$ cat src/rtl/frame_store_writer_pkg.sv
// -----------------------------------------------------------------------------
// frame_store_writer_pkg
// Shared definitions for the stored-frame path: default active-area size,
// RGB888 source field positions, RGB332 packed field positions (also used by
// the reader-side unpack), the writer FSM state encoding and the packing
// helper function.
// -----------------------------------------------------------------------------
package frame_store_writer_pkg;

    // Default active area captured into the frame BRAM
    localparam int H_ACTIVE_DEF = 640;
    localparam int V_ACTIVE_DEF = 400;

    // Field widths kept in the packed RGB332 byte
    localparam int R_BITS = 3;
    localparam int G_BITS = 3;
    localparam int B_BITS = 2;

    // MSB of each colour in the RGB888 {R,G,B} input word
    localparam int R_MSB = 23;
    localparam int G_MSB = 15;
    localparam int B_MSB = 7;

    // LSB of each colour inside the packed byte {R[7:5],G[7:5],B[7:6]}
    localparam int R332_LSB = 5;
    localparam int G332_LSB = 2;
    localparam int B332_LSB = 0;

    // Writer FSM states
    typedef enum logic [1:0] {
        IDLE    = 2'd0,
        ARMED   = 2'd1,
        CAPTURE = 2'd2,
        DONE    = 2'd3
    } fsw_state_t;

    // Keep the top bits of each channel
    function automatic logic [7:0] pack_rgb332(input logic [23:0] rgb);
        logic [7:0] packed_px;
        packed_px = '0;
        packed_px[R332_LSB +: R_BITS] = rgb[R_MSB -: R_BITS];
        packed_px[G332_LSB +: G_BITS] = rgb[G_MSB -: G_BITS];
        packed_px[B332_LSB +: B_BITS] = rgb[B_MSB -: B_BITS];
        return packed_px;
    endfunction

endpackage

$ cat src/rtl/frame_store_writer_pack.sv
// -----------------------------------------------------------------------------
// rgb332_pack
// Registered RGB888 -> RGB332 packer. One clock of latency so the packed byte
// lines up with the registered write enable and address of the writer.
// Ports:
//   clk, rst   pixel clock, asynchronous active-high reset
//   pixel_in   RGB888 {R,G,B}
//   pixel_out  packed {R[7:5],G[7:5],B[7:6]}, one cycle after pixel_in
// -----------------------------------------------------------------------------
module rgb332_pack
    import frame_store_writer_pkg::*;
(
    input  logic        clk,
    input  logic        rst,
    input  logic [23:0] pixel_in,
    output logic [7:0]  pixel_out
);

    logic [7:0] pix_d;
    logic [7:0] pix_q;

    // Pack the incoming pixel every cycle; the writer's bram_we qualifies it
    always_comb begin
        pix_d = pack_rgb332(pixel_in);
    end

    // Pipeline register matching the write-enable latency
    always_ff @(posedge clk or posedge rst) begin
        if (rst) begin
            pix_q <= '0;
        end else begin
            pix_q <= pix_d;
        end
    end

    assign pixel_out = pix_q;

endmodule

$ cat src/rtl/frame_store_writer.sv
// -----------------------------------------------------------------------------
// frame_store_writer
// Captures one full active-area frame into the frame BRAM as RGB332 bytes when
// requested. The capture starts at (0,0) of the first frame that begins after
// a genuine vsync falling edge seen while armed, writes every in-window pixel
// with a running address, and marks the stored frame valid when complete.
// Ports:
//   clk, rst          pixel clock, asynchronous active-high reset
//   capture_req       one-cycle request to capture the next full frame
//   clear_frame       one-cycle request to invalidate the stored frame
//   pixel_in          RGB888 pixel aligned with hcount/vcount/blank
//   hcount, vcount    raster position of pixel_in
//   blank, vsync      blanking (high outside visible) and active-low vsync
//   bram_addr/din/we  BRAM write port, one cycle after the sampled pixel
//   busy              high while ARMED or CAPTURE
//   done              one-cycle pulse after the last pixel write
//   frame_valid       BRAM holds a complete captured frame
// -----------------------------------------------------------------------------
module frame_store_writer
    import frame_store_writer_pkg::*;
#(
    parameter int H_ACTIVE = H_ACTIVE_DEF,
    parameter int V_ACTIVE = V_ACTIVE_DEF,
    parameter int ADDR_W   = 18
) (
    input  logic              clk,
    input  logic              rst,
    input  logic              capture_req,
    input  logic              clear_frame,
    input  logic [23:0]       pixel_in,
    input  logic [10:0]       hcount,
    input  logic [9:0]        vcount,
    input  logic              blank,
    input  logic              vsync,
    output logic [ADDR_W-1:0] bram_addr,
    output logic [7:0]        bram_din,
    output logic              bram_we,
    output logic              busy,
    output logic              done,
    output logic              frame_valid
);

    localparam logic [10:0]       H_LIM     = 11'(H_ACTIVE);
    localparam logic [9:0]        V_LIM     = 10'(V_ACTIVE);
    localparam logic [ADDR_W-1:0] LAST_ADDR = ADDR_W'(H_ACTIVE * V_ACTIVE - 1);

    fsw_state_t        state_q, state_d;
    logic              seen_vs_q, seen_vs_d;
    logic              vs_hist_q, vs_hist_d;
    logic [ADDR_W-1:0] cnt_q, cnt_d;
    logic [ADDR_W-1:0] wr_addr_q, wr_addr_d;
    logic              we_q, we_d;
    logic              busy_q, busy_d;
    logic              done_q, done_d;
    logic              fv_q, fv_d;

    logic in_win;
    logic vs_fall;
    logic start_hit;
    logic write_now;
    logic last_write;

    assign in_win  = (hcount < H_LIM) && (vcount < V_LIM) && !blank;
    assign vs_fall = vs_hist_q && !vsync;

    // The frame origin only starts a capture once a real vsync fall was seen,
    // and that origin pixel is written in the same cycle as the transition.
    assign start_hit  = (state_q == ARMED) && seen_vs_q
                        && (hcount == '0) && (vcount == '0);
    assign write_now  = ((state_q == CAPTURE) || start_hit) && in_win;
    assign last_write = write_now && (cnt_q == LAST_ADDR);

    // State register and all other flops
    always_ff @(posedge clk or posedge rst) begin
        if (rst) begin
            state_q   <= IDLE;
            seen_vs_q <= 1'b0;
            vs_hist_q <= 1'b1;
            cnt_q     <= '0;
            wr_addr_q <= '0;
            we_q      <= 1'b0;
            busy_q    <= 1'b0;
            done_q    <= 1'b0;
            fv_q      <= 1'b0;
        end else begin
            state_q   <= state_d;
            seen_vs_q <= seen_vs_d;
            vs_hist_q <= vs_hist_d;
            cnt_q     <= cnt_d;
            wr_addr_q <= wr_addr_d;
            we_q      <= we_d;
            busy_q    <= busy_d;
            done_q    <= done_d;
            fv_q      <= fv_d;
        end
    end

    // Next-state logic; requests outside IDLE are dropped, never queued
    always_comb begin
        state_d   = state_q;
        seen_vs_d = seen_vs_q;
        vs_hist_d = vsync;
        case (state_q)
            IDLE: begin
                seen_vs_d = 1'b0;
                if (capture_req) begin
                    state_d = ARMED;
                end
            end
            ARMED: begin
                if (vs_fall) begin
                    seen_vs_d = 1'b1;
                end
                if (start_hit) begin
                    state_d = last_write ? DONE : CAPTURE;
                end
            end
            CAPTURE: begin
                if (last_write) begin
                    state_d = DONE;
                end
            end
            DONE: begin
                state_d = IDLE;
            end
            default: begin
                state_d = IDLE;
            end
        endcase
    end

    // Output logic: write pipeline, address counter and status flags.
    // The counter sits at 0 until the capture starts and only advances on writes.
    always_comb begin
        we_d      = write_now;
        wr_addr_d = write_now ? cnt_q : wr_addr_q;
        cnt_d     = cnt_q;
        if (state_q == IDLE) begin
            cnt_d = '0;
        end else if (write_now) begin
            cnt_d = cnt_q + ADDR_W'(1);
        end
        busy_d = (state_d == ARMED) || (state_d == CAPTURE);
        done_d = (state_q == DONE);
        fv_d   = fv_q;
        if ((state_q == IDLE) && capture_req) begin
            fv_d = 1'b0;
        end
        if (clear_frame) begin
            fv_d = 1'b0;
        end
        if (state_q == DONE) begin
            fv_d = 1'b1;
        end
    end

    rgb332_pack u_pack (
        .clk       (clk),
        .rst       (rst),
        .pixel_in  (pixel_in),
        .pixel_out (bram_din)
    );

    assign bram_addr   = wr_addr_q;
    assign bram_we     = we_q;
    assign busy        = busy_q;
    assign done        = done_q;
    assign frame_valid = fv_q;

endmodule
$ cat config.mk
export PLATFORM = sky130hd
export DESIGN_NAME = frame_store_writer
export DESIGN_NICKNAME = d
export VERILOG_FILES = /design/src/rtl/frame_store_writer_pkg.sv /design/src/rtl/frame_store_writer_pack.sv /design/src/rtl/frame_store_writer.sv
export SDC_FILE = /design/constraint.sdc
export NUM_CORES = 1
export LEC_CHECK = 0
export CAP_MARGIN = 40
export CORE_UTILIZATION = 41
export CTS_CLUSTER_SIZE = 8
export DETAILED_ROUTE_END_ITERATION = 10
export GPL_ROUTABILITY_DRIVEN = 0
export GPL_TIMING_DRIVEN = 1
export PLACE_DENSITY = 0.74
export SKIP_LAST_GASP = 1
export SLEW_MARGIN = 30
export SYNTH_ARGS = -nofsm -noshare
export SYNTH_HDL_FRONTEND = slang
export SYNTH_SLANG_ARGS = --single-unit
$ cat constraint.sdc
create_clock -name clk -period 3.1 [get_ports clk]
set_input_delay 0.31 -clock clk [delete_from_list [all_inputs] [get_ports clk]]
set_output_delay 0.31 -clock clk [all_outputs]
set_load 0.02 [all_outputs]
==> qor.csv, run 1 <==
metric,value,unit
status,"finished, final reports clean",
"Top FF cell, synth",dfrtp_1,
"EDFF count, synth",0,
Min Hold Slack,0.339,ns
Die Width,76.9,um
DR vias/cell,5.57,
Fin Setup TNS,0,ns
Setup Crit Path Kind,input pin to flop,
initial antenna violation count,0,
Leak Pwr,0.00128,uW
mux cell area share after synthesis,0.106,
Post-Synthesis Cells,201,
dpl hpwl,3690,um
Initial Utilization,0.439,
"Setup Fix Bufs, Post-CTS",0,
minimum clock period,2.47,ns
number of global-route vias before repair,1867,
VDD IR-drop max,0.330,mV
Hold/Removal Path Class,input pin to asynchronous set/reset pin,
Yosys warnings,0,
Post-Synth Simple-Gate Area,0.190,
Synth Area in Compound Gates,0.107,
First DRT Iteration DRCs,100,
CTS tree,built,
endpoints failing setup,0,
P&R area growth vs syn,35.7,%
IO buf count,64,
"Hold Violations, Final",0,
first-pass GRT wire length,8760,um
fillers,466,
Worst-Margin Slew,0.503,ns
Power Dens Cells,474,nW/um2
Ports,81,
clock-pin slew on the worst setup and hold paths,0.09,ns
Overall Global Routing Usage,0.187,
Die Area,5910,um2
crit path capture type,flop,
Final Skew,0.0113,ns
xor and xnor area share after synthesis,0,
dpl cell area,3030,um2
total power,1480,uW
"Async S/R FF share, synth",1.00,
Slew Limit Headroom,0.664,
main combinational cell family by area after synthesis,simple AND/OR/NAND/NOR gates,
crit path DAT,2.66,ns
Avg Synthesized Cell Area,11.4,um2
1st-pass router iterations,4,
clk sinks,52,
residual DRC count,0,
Synth cell types,32,
Ant. Diodes,0,
Final nets,322,
post_cts resized,0,
Fmax,405,MHz
Seq cells post-synth,52,
Post-Syn Nets,253,
FF-to-FF path depth,5,
via count,1898,
layout cell share with drive strength beyond 1,0.151,
Clock Tree Buf Depth,2,
remaining antenna violation count after routing,0,
Synth Area in Adders,0.00544,
Num CTS Buffers,5,
worst-path fanout max,27,
H-tree depth,2,
Routed WL,5140,um
Startpoint Class,input pin,
Rows,26,
GR Overflow Total,0,
max cap viols,0,
RSZ-0062 raised after global routing,false,
CTS Root Cell,clkbuf_8,
DIE HEIGHT,76.9,um
drt wl/cell,15.1,um
Hold Buf Count CTS,0,
later-pin clock latency in the skew report,0.31,ns
largest net degree at the start of global routing,28,
Pins Over Slew Limit,0,
"Period Utilization, post-route",0.796,
Critical Path RT,3.29,ns
sequential area share after synthesis,0.566,
mapped cell area,2300,um2
CORE AREA,5240,um2
Finished Cell Area,3120,um2
## per-stage QoR
stage,cells,util,setup slack (ns)
after global routing,341,0.596,0.578
after global placement,333,0.579,0.401
after detailed placement,333,0.579,0.296
final,341,0.596,0.631
after floorplan,201,-,0.995
after CTS,341,0.596,0.627
## kinds of logic after synthesis
family,count (synthesis)
and+or+nand+nor,77
DFF,52
AOI/OAI and AO/OA,36
muxes,22
buffers and inverters,13
adders and majority gates,1
## worst paths after layout
| path | startpoint | endpoint | slack, ns |
|---|---|---|---|
| setup / recovery | hcount[9] | bram_addr[9] | 0.63 |
| hold / removal | rst | u_pack.pixel_out[3] | 0.34 |
| setup reg to reg | state_q[1] | bram_addr[9] | 0.83 |
| hold reg to reg | bram_addr[5] | bram_addr[5] | 0.51 |
| max in group asynchronous | rst | vs_hist_q | 2.08 |
| min in group clk | pixel_in[14] | u_pack.pixel_out[3] | 0.43 |
## per-layer routing
layer | global-route usage | part of all wire | up-vias | wire [um]
met2 | 0.300 | 0.47 | 81 | 2390
met4 | 0.0577 | 0.0074 | 0 | 38
li1 | - | - | 898 | -
met3 | 0.0643 | 0.095 | 4 | 489
met5 | 0 | 0 | - | 0
met1 | 0.236 | 0.43 | 915 | 2220
## registers in the layout (all words and copies together), names as in the netlist
signal / cells
state_q: 2
vs_hist_q: 1
u_pack.pixel_out: 8
frame_valid: 1
done: 1
busy: 1
bram_we: 1
seen_vs_q: 1
bram_addr: 18
cnt_q: 18
## layout by cell type (no fill, tap or decap), types with 6 or more instances in the layout
master	count
a21oi_1	13
clkdlybuf4s50_1	64
nand3_1	10
dfrtp_1	51
nand2_1	14
buf_4	6
nor2_1	13
mux2_2	18
or4_1	11
o31ai_1	8
## where the power goes
group / internal [uW] / switching [uW]
Sequential: 741 / 52.8
Clock: 158 / 224
Combinational: 161 / 143
## cell usage after synthesis (all sizes together), types with 3 or more instances
cell    instances  area (um2)
nor4            8        68.8
nand4           5        31.3
nor2           13        48.8
dfrtp          51        1280
clkbuf          5        18.8
o41ai           3        26.3
buf             3        21.3
o31ai           8        60.1
or4            11        82.6
mux2           18         203
and3            5        31.3
a21oi          13        65.1
o21ai           3        15.0
inv             5        18.8
nand2          14        52.6
mux2i           4        40.0
nand3          10        50.1
a31oi           5        31.3
## cell type report
| class | count | area, um2 | area share |
|---|---|---|---|
| well taps | 70 | 87.6 | 0.0281 |
| inverters | 5 | 18.8 | 0.00601 |
| clock inverters | 3 | 18.8 | 0.00601 |
| multi-input cells | 136 | 938 | 0.301 |
| repair buffers | 70 | 686 | 0.220 |
| clock buffers | 5 | 68.8 | 0.0221 |
| flip-flops and latches | 52 | 1300 | 0.417 |
## worst max-delay path, cell delays in order
cell	delay (ns)
clkdlybuf4s50_1	0.44
nor4_2	0.28
nand4_1	0.20
o41a_4	0.66
nor2_1	0.17
buf_4	0.23
mux2_2	0.35
No activity file was read; power rests on OpenSTA's default activity.
==> run 2: changes to the inputs <==
Settings changed: CORE_UTILIZATION 41 to 40, PLACE_DENSITY 0.74 to 0.75.
Clock period 3.1 ns to 2.1 ns, I/O delays scaled along.
==> run 2 against run 1 <==
  * The flow now finishes with violations (setup timing)
  * Power increased by 56%
  * Clock power increased by 57%
  * Via count increased by 8.9%
  * Flip-flop and latch count unchanged
  * Cell area increased by 17%
  * Routed wire length increased by 22%
  * Non-clock buffer count increased by 20
  * Die area increased by 2.4%
  * Critical path type is now flop to flop
  * Largest power group unchanged
==> qor.csv, run 2 (same netlist as run 1, synthesis figures left out) <==
metric,value,unit,change
crit path capture type,flop,,
Pins Over Slew Limit,0,,unchanged
Hold Buf Count CTS,0,,unchanged
"setup slack, reg-to-reg",-0.16,ns,-0.99 ns
CP peak stage delay,0.43,ns,-0.23 ns
minimum clock period,2.26,ns,
P&R area growth vs syn,58.9,%,
H-tree depth,2,,unchanged
First DRT Iteration DRCs,122,,+22%
"commonest non-fill, non-tap cell in the layout",dfrtp_1,,
worst-path fanout max,4,,-85%
clk sinks,52,,unchanged
crit path DAT,2.44,ns,-0.22 ns
Setup Crit Path Kind,flop to flop,,
Rows,27,,+3.8%
Routed WL,6250,um,+22%
failing checks,setup timing,,
most numerous cell on the critical path,buf_12,,
total power,2310,uW,+56%
CORE AREA,5540,um2,+5.8%
layout cell share with drive strength beyond 1,0.328,,+0.176
CTS Root Cell,clkbuf_8,,
status,"finished, violations left",,
IO buf count,64,,unchanged
fin worst setup slack,-0.163,ns,-0.794 ns
Final Skew,0.00452,ns,-0.00679 ns
Clock Tree Buf Depth,2,,unchanged
dpl hpwl,3640,um,-1.5%
Leak Pwr,0.00155,uW,+22%
Ant. Diodes,0,,unchanged
DR vias/cell,5.71,,+2.6%
crit-path cells,or4_4 -> o41a_4 -> buf_12 -> buf_16 -> buf_12 -> o311ai_1 -> o41ai_2,,
Slew Limit Headroom,0.653,,-0.0111
"Slowest-stage cell, CP",or4_4,,
later-pin clock latency in the skew report,0.30,ns,about the same
DP Worst Slack,-0.469,ns,-0.765 ns
first-pass GRT wire length,8890,um,+1.4%
Hold/Removal Path Class,input pin to asynchronous set/reset pin,,
drt wl/cell,17.3,um,+15%
Die Area,6060,um2,+2.4%
Fmax,442,MHz,
Startpoint Class,flop,,
Final nets,342,,+6.2%
FF-to-FF path depth,7,,+2
initial antenna violation count,0,,unchanged
max cap viols,0,,unchanged
1st-pass router iterations,4,,unchanged
RSZ-0062 raised after global routing,true,,
endpoints failing setup,13,,+13
dpl cell area,3110,um2,+2.4%
largest net degree at the start of global routing,40,,+43%
Die Width,77.8,um,+1.2%
via count,2067,,+8.9%
VDD IR-drop max,0.334,mV,+1.1%
Worst-Margin Slew,0.519,ns,+0.0155 ns
Power Dens Cells,632,nW/um2,+33%
CTS tree,built,,
"Period Utilization, post-route",1.08,,
GR Overflow Total,0,,unchanged
worst setup path startpoint,state_q[1],,
Ports,81,,unchanged
Overall Global Routing Usage,0.188,,+0.00144
Worst R2R Start,state_q[1],,
Worst Setup EP,cnt_q[9],,
number of global-route vias before repair,1917,,+2.7%
clock-pin slew on the worst setup and hold paths,0.09,ns,about the same
Initial Utilization,0.415,,-0.0240
remaining antenna violation count after routing,0,,unchanged
residual DRC count,0,,unchanged
Finished Cell Area,3650,um2,+17%
r2r endpoint,cnt_q[9],,
most frequent cells in the layout,"50 x dfrtp_1, 49 x clkdlybuf4s50_1, 18 x mux2_2, 16 x buf_4, 14 x nand2_1",,
DIE HEIGHT,77.8,um,+1.2%
Num CTS Buffers,5,,unchanged
Critical Path RT,2.27,ns,-1.02 ns
"Hold Violations, Final",0,,unchanged
[run 2: changes by cell type in the layout (fill, tap and decap cells not counted), moves of 4 or more]
cell | previous run | this run
o31ai_1 | 8 | 1
clkdlybuf4s50_1 | 64 | 49
or4_4 | 0 | 5
or4_1 | 11 | 6
a21oi_2 | 0 | 6
o31ai_2 | 0 | 4
nand3_1 | 10 | 5
buf_12 | 0 | 5
dlymetal6s2s_1 | 0 | 12
a21oi_1 | 13 | 7
nand3_2 | 0 | 5
buf_4 | 6 | 16
[run 2: final cells by class]
class | instances | area (um2)
fill | 420 | 1890
multi-input combinational | 136 | 1150
tap | 72 | 90.1
sequential | 52 | 1300
inverter | 5 | 22.5
clock buffer | 7 | 96.3
timing repair buffer | 90 | 990
[run 2: power breakdown]
part	switching (uW)	total (uW)	internal (uW)
clock	307	601	294
sequential	81.0	1180	1100
combinational	257	530	273
[run 2: layer usage]
metal	routed length, um	share of wire	global-route usage	vias to the layer above
li1	-	-	-	943
met1	2570	0.41	0.240	1012
met2	3090	0.49	0.310	96
met3	448	0.072	0.0494	16
met4	138	0.022	0.0623	0
met5	0	0	0	-
[run 2: stage by stage]
step	TNS, ns	utilization	std cells	hold WS, ns
after floorplan	0	-	201	0.214
after global placement	-11.89	0.561	341	0.482
after detailed placement	-13.98	0.561	341	0.494
after CTS	-2.31	0.605	351	0.172
after global routing	-1.46	0.659	362	0.183
final	-0.896	0.659	362	0.168
[run 2: critical path, delay by kind of cell (launching register included)]
family / cells / cell delay, ns
DFF: 1 / 0.39
and+or+nand+nor: 1 / 0.43
buffers and inverters: 3 / 0.39
AOI/OAI and AO/OA: 3 / 0.92
[run 2: repair_timing]
action / CTS / global route
pin swaps: 24 / 16
gates cloned: 2 / 1
buffers inserted: 1 / 10
gates resized for setup: 21 / 40
endpoints found under the setup margin: 30 / 35
hold endpoints to repair: 0 / 0
[run 2: worst min path at each step]
stage                                to  slack [ns]  depth (start not counted)         start
finish              u_pack.pixel_out[4]        0.17                          2           rst
global route              bram_addr[12]        0.18                          2           rst
CTS                 u_pack.pixel_out[7]        0.17                          2           rst
detailed placement         bram_addr[2]        0.49                          1  bram_addr[2]
global placement              seen_vs_q        0.48                          2     seen_vs_q
floorplan                     vs_hist_q        0.21                          0         vsync
